`src/rtl/spi_shift_ctrl.sv`:
```
// spi_shift_ctrl: SPI mode-0 master transaction controller and shift engine.
// Accepts a word over valid/ready, frames it with cs_n, drives the clock
// divider (start/n_pulses), shifts MOSI on spi_clk falls, samples MISO on
// rises and returns the received word with a one-cycle rx_valid strobe.
// A watchdog aborts the transfer if the divider stops producing edges.
module spi_shift_ctrl #(
  parameter int SPI_MAXLEN     = 16,
  parameter int TIMEOUT_CYCLES = 1024,
  localparam int LW = $clog2(SPI_MAXLEN) + 1,
  localparam int WW = $clog2(TIMEOUT_CYCLES) + 1
) (
  input  logic                  clk,
  input  logic                  rst,
  input  logic [SPI_MAXLEN-1:0] tx_data,
  input  logic [LW-1:0]         tx_len,
  input  logic                  tx_valid,
  output logic                  tx_ready,
  input  logic                  spi_clk,
  output logic                  start,
  output logic [LW-1:0]         n_pulses,
  input  logic                  miso,
  output logic                  mosi,
  output logic                  cs_n,
  output logic [SPI_MAXLEN-1:0] rx_data,
  output logic                  rx_valid,
  output logic                  busy,
  output logic                  err
);

  typedef enum logic [2:0] {
    S_IDLE  = 3'd0,
    S_SETUP = 3'd1,
    S_SHIFT = 3'd2,
    S_HOLD  = 3'd3,
    S_DONE  = 3'd4
  } state_t;

  state_t                state_q, state_d;
  logic                  sclk_q;
  logic [SPI_MAXLEN-1:0] tx_q, tx_d;
  logic [SPI_MAXLEN-1:0] rx_q, rx_d;
  logic [SPI_MAXLEN-1:0] rx_data_q, rx_data_d;
  logic [LW-1:0]         len_q, len_d;
  logic [LW-1:0]         bcnt_q, bcnt_d;
  logic [WW-1:0]         wdog_q, wdog_d;
  logic                  mosi_q, mosi_d;
  logic                  err_q, err_d;

  logic                  rise, fall;
  logic [LW-1:0]         len_clamp;
  logic                  first_bit;
  logic                  next_bit;
  logic [SPI_MAXLEN-1:0] len_mask;

  // spi_clk is already synchronous to clk, so one register is enough for edges
  assign rise = spi_clk & ~sclk_q;
  assign fall = ~spi_clk & sclk_q;

  // Over-long requests are clamped to the widest transfer the engine supports
  assign len_clamp = (tx_len > LW'(SPI_MAXLEN)) ? LW'(SPI_MAXLEN) : tx_len;

  // Bit len-1 of the request goes out during SETUP; a zero length selects nothing
  assign first_bit = |(tx_data & (SPI_MAXLEN'(1) << (len_clamp - LW'(1))));

  // After k rises bcnt = len-k, so the next bit to present is index bcnt-1
  assign next_bit = |(tx_q & (SPI_MAXLEN'(1) << (bcnt_q - LW'(1))));

  // Keeps only the low len bits of the received word
  assign len_mask = ~({SPI_MAXLEN{1'b1}} << len_q);

  assign n_pulses = len_q;
  assign mosi     = mosi_q;
  assign rx_data  = rx_data_q;
  assign err      = err_q;

  // State register and datapath registers; reset aborts any transfer at once
  always_ff @(posedge clk or posedge rst) begin
    if (rst) begin
      state_q   <= S_IDLE;
      sclk_q    <= 1'b0;
      tx_q      <= '0;
      rx_q      <= '0;
      rx_data_q <= '0;
      len_q     <= '0;
      bcnt_q    <= '0;
      wdog_q    <= '0;
      mosi_q    <= 1'b0;
      err_q     <= 1'b0;
    end else begin
      state_q   <= state_d;
      sclk_q    <= spi_clk;
      tx_q      <= tx_d;
      rx_q      <= rx_d;
      rx_data_q <= rx_data_d;
      len_q     <= len_d;
      bcnt_q    <= bcnt_d;
      wdog_q    <= wdog_d;
      mosi_q    <= mosi_d;
      err_q     <= err_d;
    end
  end

  // Next-state, datapath updates and state-decoded outputs
  always_comb begin
    state_d   = state_q;
    tx_d      = tx_q;
    rx_d      = rx_q;
    rx_data_d = rx_data_q;
    len_d     = len_q;
    bcnt_d    = bcnt_q;
    wdog_d    = '0;
    mosi_d    = mosi_q;
    err_d     = 1'b0;

    tx_ready  = (state_q == S_IDLE);
    busy      = (state_q != S_IDLE);
    start     = (state_q == S_SHIFT);
    cs_n      = !((state_q == S_SETUP) || (state_q == S_SHIFT) || (state_q == S_HOLD));
    rx_valid  = (state_q == S_DONE);

    case (state_q)
      S_IDLE: begin
        if (tx_valid) begin
          tx_d   = tx_data;
          rx_d   = '0;
          len_d  = len_clamp;
          bcnt_d = len_clamp;
          mosi_d = first_bit;
          if (len_clamp == '0) begin
            // Empty transfer: no framing, report an all-zero word immediately
            rx_data_d = '0;
            state_d   = S_DONE;
          end else begin
            state_d = S_SETUP;
          end
        end
      end

      S_SETUP: begin
        state_d = S_SHIFT;
      end

      S_SHIFT: begin
        if (!rise && !fall && (wdog_q != WW'(TIMEOUT_CYCLES))) begin
          wdog_d = wdog_q + WW'(1);
        end
        if (rise) begin
          rx_d   = {rx_q[SPI_MAXLEN-2:0], miso};
          bcnt_d = (bcnt_q != '0) ? (bcnt_q - LW'(1)) : '0;
        end
        if (fall && (bcnt_q != '0)) begin
          mosi_d = next_bit;
        end
        if ((bcnt_q == '0) && !spi_clk) begin
          state_d = S_HOLD;
        end else if (!rise && !fall && (wdog_q >= WW'(TIMEOUT_CYCLES - 1))) begin
          // Divider stalled: abandon the transfer, rx_data keeps its old value
          state_d = S_IDLE;
          err_d   = 1'b1;
          mosi_d  = 1'b0;
          wdog_d  = '0;
        end
      end

      S_HOLD: begin
        rx_data_d = rx_q & len_mask;
        mosi_d    = 1'b0;
        state_d   = S_DONE;
      end

      S_DONE: begin
        state_d = S_IDLE;
      end

      default: begin
        state_d = S_IDLE;
      end
    endcase
  end

endmodule

```
`config.mk`:
```
export PLATFORM = sky130hd
export DESIGN_NAME = spi_shift_ctrl
export DESIGN_NICKNAME = d
export VERILOG_FILES = /design/src/rtl/spi_shift_ctrl.sv
export SDC_FILE = /design/constraint.sdc
export NUM_CORES = 1
export LEC_CHECK = 0
export BUFFER_PORTS_ARGS = -buffer_cell sky130_fd_sc_hd__buf_2
export CAP_MARGIN = 20
export CORE_ASPECT_RATIO = 1.1
export CORE_MARGIN = 1.5
export CORE_UTILIZATION = 40
export DETAILED_ROUTE_END_ITERATION = 8
export SYNTH_ARGS = -nofsm -noshare
export SYNTH_HDL_FRONTEND = slang
export SYNTH_SLANG_ARGS = --single-unit
```
`constraint.sdc`:
```
create_clock -name clk -period 2.1 [get_ports clk]
set_input_delay 0.315 -clock clk [delete_from_list [all_inputs] [get_ports clk]]
set_output_delay 0.315 -clock clk [all_outputs]
set_load 0.01 [all_outputs]
```
# Word level (Yosys, flattened, before mapping)
# Index checks and enable logic that the tools add are counted.
# op_classes
addsub,3
magnitude_cmp,2
eq_ne,9
shifts,3
mux,28
bitwise,8
n_reduce_logical,26
# ops
operator,n
$mux W16,4
$pmux W16 S2,2
$and A16 B16 Y16,3
$mux W11,4
$reduce_or A16 Y1,2
$shl A1 B5 Y16 const A,2
$mux W5,4
$not A16 Y16,1
$shl A16 B5 Y16 const A,1
$mux W3,4
$pmux W3 S4,1
$add A11 B1 Y11 const B,1
$ge A11 B10 Y1 const B,1
$ne A11 B11 Y1 const B,1
$logic_not A5 Y1,2
$pmux W5 S2,1
$sub A5 B1 Y5 const B,2
$mux W1,7
$eq A3 B2 Y1 const B,2
$reduce_and A2 Y1,3
$reduce_and A3 Y1,2
$reduce_bool A3 Y1,2
$gt A5 B5 Y1 const B,1
$logic_and A1 B1 Y1,5
other kinds (13),21
# word_totals
ff_bits,75
inputBits,26
output_inout_bits,28

# Depth between registers and ports, before layout
# Gate-level depths: netlist of the first run.
# depth
word_depth,9
depth_mapped,8
ltp_nobuf,7

# Worst setup path after synthesis of the first run
# OpenSTA, ideal clock, no wires.
# synth_path
path_kind,input-to-reg
startpoint,input tx_len[0]
endpoint,register mosi_q (netlist: mosi)
setup_time_ns,0.122
t_arrival_ns,2.102
setup_slack_ns,-0.124
cell_stages,8
cell_sequence,clkbuf_1 -> o21bai_1 -> ha_1 -> mux2_2 -> nand3_1 -> nand4_1 -> or3_1 -> a32o_1
# synth_via
elab_chain_cells,8
# synth_lines
element,line,rtl
from (decl),15,"input logic [LW-1:0] tx_len,"
$gt A5 B5 Y1,60,assign len_clamp = (tx_len > LW'(SPI_MAXLEN)) ? LW'(SPI_MAXLEN) : tx_len;
$mux W5 (*),60,
$sub A5 B1 Y5 (*),63,assign first_bit = |(tx_data & (SPI_MAXLEN'(1) << (len_clamp - LW'(1))));
$shl A1 B5 Y16 (*),63,
$and A16 B16 Y16 (*),63,
$reduce_or A16 Y1 (*),63,
$mux W1 (*),123,if (tx_valid) begin
$pmux W1 S3 (*),121,case (state_q)
to (signal assigned),98,mosi_q <= mosi_d;
to (decl),46,"logic mosi_q, mosi_d;"
# Mark *: on every way between the ends. The rest lies on a longest branch, timed or not. The select of a mux whose other input is x is not followed.
# A chain may end at the register's enable or synchronous reset.

# Final worst setup path of the first run
# layout_path
startpoint,register bcnt_q[1]
endpoint,register mosi_q (netlist: mosi)
# layout_via
elab_chain_cells,8
elab_cells_between_ends,12
cone_classes,add/sub (1); shift (1); mux (4); bitwise (1); reduce/logical (5)
# layout_lines
element,line,rtl
from (decl),44,"logic [LW-1:0] bcnt_q, bcnt_d;"
from (signal assigned),96,bcnt_q <= bcnt_d;
$sub A5 B1 Y5,66,assign next_bit = |(tx_q & (SPI_MAXLEN'(1) << (bcnt_q - LW'(1))));
$shl A1 B5 Y16,66,
$and A16 B16 Y16,66,
$reduce_or A16 Y1,66,
$mux W1,151,if (fall && (bcnt_q != '0)) begin
$mux W1,156,end else if (!rise && !fall && (wdog_q >= WW'(TIMEOUT_CYCLES - 1))) begin
$mux W1 (*),154,if ((bcnt_q == '0) && !spi_clk) begin
$pmux W1 S3 (*),121,
# Mark *: on every way between the ends. The rest lies on a longest branch, timed or not.

==> results of run 1 <==
## per-layer routing
| metal | vias to the layer above | track usage, % |
|---|---|---|
| met5 | - | 0 |
| met4 | 0 | 7.57 |
| met3 | 15 | 3.49 |
| met2 | 81 | 31.1 |
| met1 | 1576 | 26.0 |
| li1 | 1547 | - |
## final cells by class
cell class	count	area, um^2
clock buffer	9	124
clock inverter	7	98.8
fill	872	4410
inverter	14	58.8
multi-input combinational	296	1770
sequential	75	1880
tap	114	143
timing repair buffer	79	475
## cell families after synthesis
logic type               count (synthesis)
buffers and inverters                   35
multiplexers                             5
adder cells (fa/ha/maj)                 11
flip-flops                              75
AND/OR/NAND/NOR                        204
AO/OA/AOI/OAI                           64
XOR/XNOR                                11
## registers in the layout (all words and copies together) (netlist names)
register,flops
sclk_q,1
mosi,1
state_q,3
err,1
bcnt_q,5
n_pulses,5
wdog_q,11
rx_data,16
rx_q,16
tx_q,16
## metrics by stage
step	setup WS [ns]	power, W	hold slack (ns)	area [um^2]
global placement	0.0299	0.00410	0.305	4260
CTS	0.0428	0.00541	0.153	4510
finish	0.0390	0.00544	0.170	4550
detailed placement	0.00230	0.00412	0.313	4260
global route	-0.0391	0.00583	0.154	4550
floorplan	0.00710	0.00340	0.346	3780
## worst max-delay path, cell delays in order, from the launching register on
cell      delay [ns]
dfrtp_1         0.43
inv_1           0.13
ha_1            0.20
or4b_4          0.48
o22a_2          0.29
a211oi_1        0.30
a32o_1          0.16
## placed cells by master, fill, tap and decap left out, types with 3 or more instances in the layout
cell type / n
nand4_1: 7
nor4_1: 3
nor2b_1: 5
nor3b_1: 4
nand2b_1: 4
nand3_1: 26
a21oi_1: 12
nor3_1: 5
xnor2_1: 4
a22o_1: 6
mux2_2: 3
a221oi_1: 6
dfrtp_1: 72
ha_1: 10
xor2_1: 7
a32o_1: 9
o21ai_0: 7
nor2_1: 20
buf_2: 53
dfrtp_2: 3
inv_1: 12
nand2_1: 116
buf_4: 24
clkbuf_8: 9
o211ai_1: 4
a211oi_1: 3
## what timing repair did
action | 4_1_cts | 5_1_grt
cloned | 0 | 1
pin swaps | 0 | 0
hold buffers | 1 | 0
setup buffers | 1 | 2
hold endpoints to repair | 12 | 0
resized for setup | 4 | 3
setup endpoints to repair | 1 | 32
## synth_stat cells (all sizes together) (2+ instances only)
cell type	instances	share of area, %
a211o	2	0.47
a211oi	3	0.60
a21oi	14	2.0
a221oi	6	1.4
a22o	6	1.4
a31oi	2	0.33
a32o	9	2.4
and2	2	0.33
and3	3	0.53
buf	10	1.6
clkbuf	11	1.1
dfrtp	75	50
ha	11	3.7
inv	14	1.4
mux2	3	0.90
mux4	2	1.2
nand2	117	12
nand2b	4	0.67
nand3	26	3.5
nand4	7	1.2
nor2	20	2.0
nor2b	5	0.83
nor3	5	0.67
nor3b	4	0.80
nor4	3	0.50
o211ai	4	0.80
o21ai	7	0.93
o21bai	2	0.40
o31ai	2	0.40
or3	3	0.53
xnor2	4	0.93
xor2	7	1.6
## power breakdown
group	internal (W)	switching [W]
logic	0.000866	0.00125
registers	0.00177	0.000295
clock network	0.000678	0.000576
total	0.00332	0.00212
## worst max path at each step
stage              start         to  slack (ns)  cells after the start
6_report       bcnt_q[1]       mosi        0.04                      6
5_1_grt        bcnt_q[1]       mosi       -0.04                      6
4_1_cts        bcnt_q[1]  wdog_q[9]        0.04                      6
3_5_place_dp   tx_len[4]       mosi       0.002                      8
3_3_place_gp   tx_len[4]       mosi        0.03                      8
2_1_floorplan  tx_len[4]       mosi       0.007                      8
==> summary.txt, run 1 <==
Outcome
  – Outcome: completed

Power
  – Pwr dens: 1190 nW/um^2
  – Leak Pwr: 2.33 nW
  – Peak supply drop: 0.000433 V

Timing
  – RSZ-0062 raised after global routing: true
  – Final worst path period need: 2.06 ns
  – Max Clock Freq: 485 MHz
  – Setup violators final: 0
  – Clk_skew: 0.0174 ns
  – Max-slew violation count: 0
  – Slew headroom: 46.3%
  – Setup tns final: 0 ns
  – Slew @ Worst Pin: 0.805 ns
  – Period utilization: 98.1%
  – Final hold vios: 0

Setup path
  – Crit path max fanout: 5
  – Worst r2r src: bcnt_q[1]
  – Worst Path Arrival: 2.34 ns
  – Setup crit start kind: flip-flop
  – Worst r2r path cells: 6
  – Reg2reg end: mosi
  – Critical path data required time: 2.37 ns
  – Crit. End Element: flip-flop
  – Critical path type: flip-flop to flip-flop
  – Reg2Reg Setup Slack: 0.04 ns

Placed design
  – Routability congestion estimate: 0.871
  – Port bufs: 53
  – Inst Count DP: 573
  – Detailed Place HPWL: 6750 um

Min path
  – Worst hold start: spi_clk
  – Worst Hold Endpoint: sclk_q
  – Hold-critical path depth: 1
  – Hold Crit Class: input port to flip-flop

Floorplanning
  – Full die area: 9970 um^2
  – # rows: 36
  – Core area: 8960 um^2
  – I/O pin total: 54
  – Die span in y: 105 um
  – Die Width: 95.3 um
  – Starting Density: 41.8%

Clock network
  – Worst-Skew Late Latency: 0.35 ns
  – Num CTS Buffers: 9
  – # H-tree levels: 3
  – CTS Sinks: 75
  – Max Root-Sink Buffers: 2
  – CTS tree: built
  – Clock slew at reported path FFs: 0.09 ns
  – Clock Tree Root: clkbuf_8

Routing
  – Total number of vias: 3219
  – Met3 WL: 394 um
  – DRC Markers: 0
  – DR iter-0 viols: 153
  – Vias per cell: 5.42
  – Wire per inst: 15.7 um
  – Routed wl met2: 4560 um
  – Met1 wire length: 4230 um
  – WL final: 9350 um
  – Top layer in use: met4
  – Final ANT Viol Nets: 0
  – Pre-antenna DRT Iters: 6

Logic synthesis
  – Post-synthesis compound-gate area fraction: 12.7%
  – Synth async-reset ratio: 100%
  – Synth Cell Area: 3750 um^2
  – Synthesized net count: 442
  – Synth Area in Simple Gates: 24.9%
  – Sequential cell area fraction in the yosys report: 50.1%
  – Synth Instances: 405
  – Flops & latches, synth: 75
  – Post-synth EDFFs: 0
  – Mux cell area share after synthesis: 2.10%
  – Avg Cell Area, Syn: 9.26 um^2
  – Post-synth cell types: 51
  – Largest family of logic cells by synthesized area: simple AND/OR/NAND/NOR gates
  – Post-synthesis adder-cell area fraction: 3.67%
  – Xor/xnor share of the synthesized area: 2.57%
  – Most common flop cell mapped by yosys: dfrtp_1
  – Synth warn: 0

Global routing
  – Initial antenna violation count: 0
  – First-pass GRT wire length: 15200 um
  – Grt ovf: 0
  – Vias in the first global route: 3046
  – Largest net degree at the start of global routing: 35
  – Total Routing Usage GR: 19.5%

Layout
  – Syn-to-layout area delta: 21.4%
  – Layout cell share with drive strength beyond 1: 24.2%
  – # diodes: 0
  – Util after Layout: 50.8%
  – Nets: 512
  – Non-Filler Instances: 594

Job
  – Max Cap Violations: 0
No activity file was read; power rests on OpenSTA's default activity.
==> run 2, diff against run 1 <==
==> constraint.sdc (replaced) <==
create_clock -name clk -period 2.2 [get_ports clk]
set_input_delay 0.33 -clock clk [delete_from_list [all_inputs] [get_ports clk]]
set_output_delay 0.33 -clock clk [all_outputs]
set_load 0.1 [all_outputs]
==> run 2 against run 1 <==
- combinational power grew 38%
- non-clock buffer count is 6 lower
- utilization down 0.73 points
- setup slack gained 0.033 ns
- die area did not move
- register-to-register slack improved by 0.10 ns
- clock power down 4%
- global-route usage is 0.83 points higher
- via count shrank 1.6%
- clock-buffer cell count unchanged
- critical path type is now flip-flop to output port
- critical endpoint is now start
==> summary.txt, run 2 (same netlist as run 1, synthesis figures left out) <==
Outcome
  – Outcome: completed

Power
  – Design Power: 0.00610 W
  – Power Internal: 0.00315 W
  – Leak Pwr: 2.29 nW
  – Peak supply drop: 0.000449 V
  – Seq pwr share: 32.3%
  – Net switching power: 0.00295 W
  – Pwr dens: 1360 nW/um^2
  – Combinational power share: 48.0%
  – Switching Share: 48.4%
  – Clk pwr share: 19.7%

Setup path
  – Critical path cell sequence: or3_2 -> clkinv_2 -> buf_12
  – Crit. End Element: output port
  – Crit path max fanout: 10
  – Crit path buffers/inverters: 2
  – Setup crit start kind: flip-flop
  – Critical path's slowest cell: or3_2
  – CP peak stage delay: 0.56 ns
  – Reg2reg end: wdog_q[5]
  – Worst r2r src: bcnt_q[1]
  – Worst r2r path cells: 6
  – Critical path type: flip-flop to output port
  – Critical path data required time: 1.87 ns
  – CP startpoint: state_q[2]
  – CP delay by family, top: simple AND/OR/NAND/NOR gates
  – Reg2Reg Setup Slack: 0.14 ns
  – Worst Path Arrival: 1.80 ns

Global routing
  – Largest net degree at the start of global routing: 41
  – Initial antenna violation count: 0
  – Grt ovf: 0
  – First-pass GRT wire length: 15800 um
  – Total Routing Usage GR: 20.4%
  – Vias in the first global route: 3167

Routing
  – WL final: 9260 um
  – Total number of vias: 3169
  – DRC Markers: 0
  – Vias per cell: 5.40
  – Wire per inst: 15.8 um
  – Final ANT Viol Nets: 0
  – Pre-antenna DRT Iters: 4
  – DR iter-0 viols: 195

Clock network
  – # H-tree levels: 3
  – Clock slew at reported path FFs: 0.08 ns
  – CTS Sinks: 75
  – Worst-Skew Late Latency: 0.36 ns
  – Number of hold buffers added after cts: 0
  – Post-CTS Setup Bufs: 0
  – Max Root-Sink Buffers: 2
  – Num CTS Buffers: 9
  – Clock Tree Root: clkbuf_8
  – CTS tree: built

Floorplanning
  – Die Width: 95.3 um
  – Die span in y: 105 um
  – I/O pin total: 54
  – # rows: 36
  – Core area: 8960 um^2
  – Full die area: 9970 um^2
  – Starting Density: 41.8%

Timing
  – RSZ-0062 raised after global routing: false
  – Setup tns final: 0 ns
  – Final hold vios: 0
  – Setup violators final: 0
  – Slew @ Worst Pin: 0.619 ns
  – Period utilization: 96.7%
  – Slew headroom: 58.7%
  – Final WS setup: 0.0723 ns
  – Max-slew violation count: 0
  – Final worst path period need: 2.13 ns
  – Max Clock Freq: 470 MHz
  – Worst hold margin: 0.0401 ns
  – Clk_skew: 0.0117 ns

Placed design
  – Post-place setup slack: 0.0572 ns
  – Port bufs: 53
  – Detailed Place HPWL: 6890 um
  – Routability congestion estimate: 0.861

Layout
  – Layout cell share with drive strength beyond 1: 22.6%
  – # diodes: 0
  – Commonest non-fill, non-tap cell in the layout: nand2_1
  – Util after Layout: 50.0%
  – Syn-to-layout area delta: 19.6%
  – Commonest cells after routing, fill and taps aside: nand2_1 (116), dfrtp_1 (75), buf_2 (52)
  – Nets: 505

Min path
  – Hold Crit Class: input port to asynchronous set/reset pin

Job
  – Max Cap Violations: 0
==> run 2: power groups by stage <==
| stage | Combinational [W] | Sequential, W | Clock (W) |
|---|---|---|---|
| after CTS | 0.00294 | 0.00197 | 0.00123 |
| after global routing | 0.00319 | 0.00202 | 0.00129 |
| final | 0.00293 | 0.00197 | 0.00120 |
| after global placement | 0.00291 | 0.00199 | 0 |
| after detailed placement | 0.00293 | 0.00200 | 0 |
| after floorplan | 0.00167 | 0.00253 | 0 |
==> run 2: how the worst max path moves through the flow <==
stage	to	depth (start not counted)	slack [ns]
finish	start	3	0.07
global route	start	3	0.01
CTS	start	3	0.01
detailed placement	mosi	8	0.06
global placement	mosi	8	0.12
floorplan	busy	2	-0.15
==> run 2: cell type report <==
type	count	area, um^2
clock buffer	9	124
clock inverter	7	98.8
fill	882	4480
inverter	14	57.6
multi-input combinational	295	1740
sequential	75	1880
tap	114	143
timing repair buffer	73	443
==> run 2: stage by stage <==
| step | instance area [um^2] | std cells |
|---|---|---|
| CTS | 4480 | 587 |
| finish | 4490 | 587 |
| floorplan | 3780 | 405 |
| global placement | 4260 | 571 |
| global route | 4490 | 587 |
| detailed placement | 4260 | 571 |
==> run 2: what timing repair did <==
| action | in CTS | in global routing |
|---|---|---|
| setup endpoints to repair | 0 | 1 |
| hold endpoints to repair | 0 | 0 |
| gates resized for setup | 0 | 2 |
==> run 2: metal layers <==
metal / vias up / track usage [%] / part of all wire, %
met3: 13 / 2.91 / 5.3
met5: - / 0 / 0
met2: 99 / 32.4 / 48
met1: 1526 / 27.8 / 45
met4: 0 / 7.36 / 1.9
li1: 1531 / - / -
==> run 3, diff against run 2 <==
--- a/config.mk
+++ b/config.mk
@@ -5,6 +5,7 @@
 export SDC_FILE = /design/constraint.sdc
 export NUM_CORES = 1
 export LEC_CHECK = 0
+export ABC_AREA = 1
 export BUFFER_PORTS_ARGS = -buffer_cell sky130_fd_sc_hd__buf_2
 export CAP_MARGIN = 20
 export CORE_ASPECT_RATIO = 1.1
==> run 3 against run 2 <==
- clock-buffer cell count grew 1
- critical path type unchanged
- final cell count grew 18%
- non-clock buffer count shrank 4
- largest power group unchanged
==> summary.txt, run 3 <==
Power
  – Pwr dens: 1270 nW/um^2
  – Leak Pwr: 2.38 nW
  – Peak supply drop: 0.000474 V
  – Design Power: 0.00588 W

Logic synthesis
  – Flops & latches, synth: 75
  – Synth Instances: 502
  – List of most frequent post-synthesis cells: nand2_1 (123), dfrtp_1 (75), nand3_1 (73)
  – Synth Cell Area: 3910 um^2
  – Top cell type by total area after synthesis: dfrtp_1
  – Sequential cell area fraction in the yosys report: 48.0%
  – Avg Cell Area, Syn: 7.80 um^2
  – Most common flop cell mapped by yosys: dfrtp_1
  – Area share of the largest cell type after synthesis: 48.0%
  – Synth area leaders: dfrtp_1 (48%), nand2_1 (12%), nand3_1 (9.3%)
  – Post-synth EDFFs: 0
  – Count leader, synth: nand2_1
  – Synthesized net count: 539
  – Post-synth cell types: 34
  – Synth async-reset ratio: 100%
  – Synth warn: 0

Setup path
  – Worst r2r src: state_q[0]
  – Crit path buffers/inverters: 3
  – Crit path max fanout: 17
  – Critical path data required time: 1.87 ns
  – Worst r2r path cells: 9
  – Critical path's slowest cell: dfrtp_1
  – Reg2Reg Setup Slack: 0.17 ns
  – CP delay by family, top: buffers and inverters
  – Setup crit start kind: flip-flop
  – Critical path type: flip-flop to output port
  – Critical path cell sequence: inv_1 -> nand2_1 -> nor2_2 -> buf_4 -> buf_12
  – Crit. End Element: output port
  – Worst Path Arrival: 1.71 ns
  – CP peak stage delay: 0.45 ns
  – Reg2reg end: rx_data[11]

Placed design
  – Detailed Place HPWL: 7530 um
  – Routability congestion estimate: 0.918
  – Inst Count DP: 675
  – Port bufs: 53

Min path
  – Hold Crit Class: input port to flip-flop
  – Hold-critical path depth: 1
  – Worst Hold Endpoint: sclk_q
  – Worst hold start: spi_clk

Timing
  – Slew headroom: 66.0%
  – Setup tns final: 0 ns
  – Max Clock Freq: 491 MHz
  – Final worst path period need: 2.04 ns
  – Clk_skew: 0.0123 ns
  – Slew @ Worst Pin: 0.506 ns
  – RSZ-0062 raised after global routing: false
  – Setup violators final: 0
  – Period utilization: 92.6%
  – Max-slew violation count: 0
  – Final hold vios: 0
  – Worst hold margin: 0.127 ns

Clock network
  – CTS tree: built
  – CTS Sinks: 75
  – Num CTS Buffers: 9
  – Max Root-Sink Buffers: 2
  – Post-CTS Setup Bufs: 0
  – Worst-Skew Late Latency: 0.35 ns
  – Clock Tree Root: clkbuf_8
  – # H-tree levels: 3
  – Clock slew at reported path FFs: 0.09 ns

Global routing
  – Initial antenna violation count: 0
  – Largest net degree at the start of global routing: 45
  – Total Routing Usage GR: 20.2%
  – Vias in the first global route: 3427
  – First-pass GRT wire length: 16600 um
  – Grt ovf: 0

Layout
  – Layout cell share with drive strength beyond 1: 17.2%
  – Util after Layout: 49.2%
  – FF+latch area: 1880 um^2
  – Nets: 607
  – Syn-to-layout area delta: 18.6%
  – Multi-input gate area: 1710 um^2
  – Non-Filler Instances: 692
  – # diodes: 0
  – Commonest cells after routing, fill and taps aside: nand2_1 (122), dfrtp_1 (75), nand3_1 (73)
  – Fill count: 958
  – Commonest non-fill, non-tap cell in the layout: nand2_1

Routing
  – Pre-antenna DRT Iters: 6
  – Total number of vias: 3554
  – DRC Markers: 0
  – Routed wl met2: 5020 um
  – DR iter-0 viols: 197
  – Wire per inst: 14.4 um
  – Top layer in use: met4
  – Met1 wire length: 4400 um
  – Final ANT Viol Nets: 0
  – Met3 WL: 418 um
  – WL final: 9990 um
  – Vias per cell: 5.14

Outcome
  – Outcome: completed

Floorplanning
  – I/O pin total: 54
  – Die span in y: 107 um
  – # rows: 37
  – Core area: 9440 um^2
  – Die Width: 97.3 um
  – Full die area: 10400 um^2
  – Starting Density: 41.4%

Job
  – Max Cap Violations: 0
## run 3: cells by family (layout without fill, tap and decap cells)
family	Yosys count	after routing	synth area share [%]
flip-flops	75	75	48.0
XOR/XNOR	6	6	1.34
adder cells (fa/ha/maj)	11	11	3.52
AO/OA/AOI/OAI	60	60	8.95
AND/OR/NAND/NOR	263	263	29.5
buffers and inverters	87	160	8.70
## run 3: cell type report
class / count / share of cell area, %
multi-input cells: 340 / 36.8
inverters: 75 / 6.36
clock inverters: 6 / 1.37
well taps: 117 / 3.15
flip-flops and latches: 75 / 40.4
clock buffers: 10 / 2.96
repair buffers: 69 / 8.95
## run 3: worst max-delay path by stage
stage,slack [ns],start,depth (start not counted),endpoint
finish,0.16,state_q[2],5,start
global route,0.003,tx_len[2],17,mosi
CTS,0.06,state_q[2],5,start
detailed placement,-0.006,tx_len[2],17,mosi
global placement,0.10,tx_len[2],17,mosi
floorplan,-0.13,state_q[0],10,rx_data[15]
## run 3: metal layers
layer / track usage, % / up-vias
li1: - / 1756
met3: 3.65 / 16
met4: 6.33 / 0
met5: 0 / -
met2: 35.8 / 103
met1: 25.2 / 1679
## run 3: what timing repair did
| action | in CTS | in global routing |
|---|---|---|
| setup endpoints to repair | 0 | 3 |
| resized for setup | 0 | 3 |
| hold buffers | 1 | 0 |
| endpoints found under the hold margin | 15 | 0 |
## run 3: per-stage QoR
step / setup WS, ns / instance area (um^2)
2_1_floorplan: -0.126 / 3930
3_3_place_gp: 0.104 / 4420
3_5_place_dp: -0.00611 / 4420
4_1_cts: 0.0560 / 4630
5_1_grt: 0.00311 / 4640
6_report: 0.163 / 4640
## run 3: report_power, final
| group | leakage (nW) | switching [W] | internal [W] | total (W) |
|---|---|---|---|---|
| clock | 0.0987 | 0.000530 | 0.000555 | 0.00109 |
| sequential | 1.00 | 0.000253 | 0.00168 | 0.00193 |
| combinational | 1.28 | 0.00219 | 0.000675 | 0.00287 |
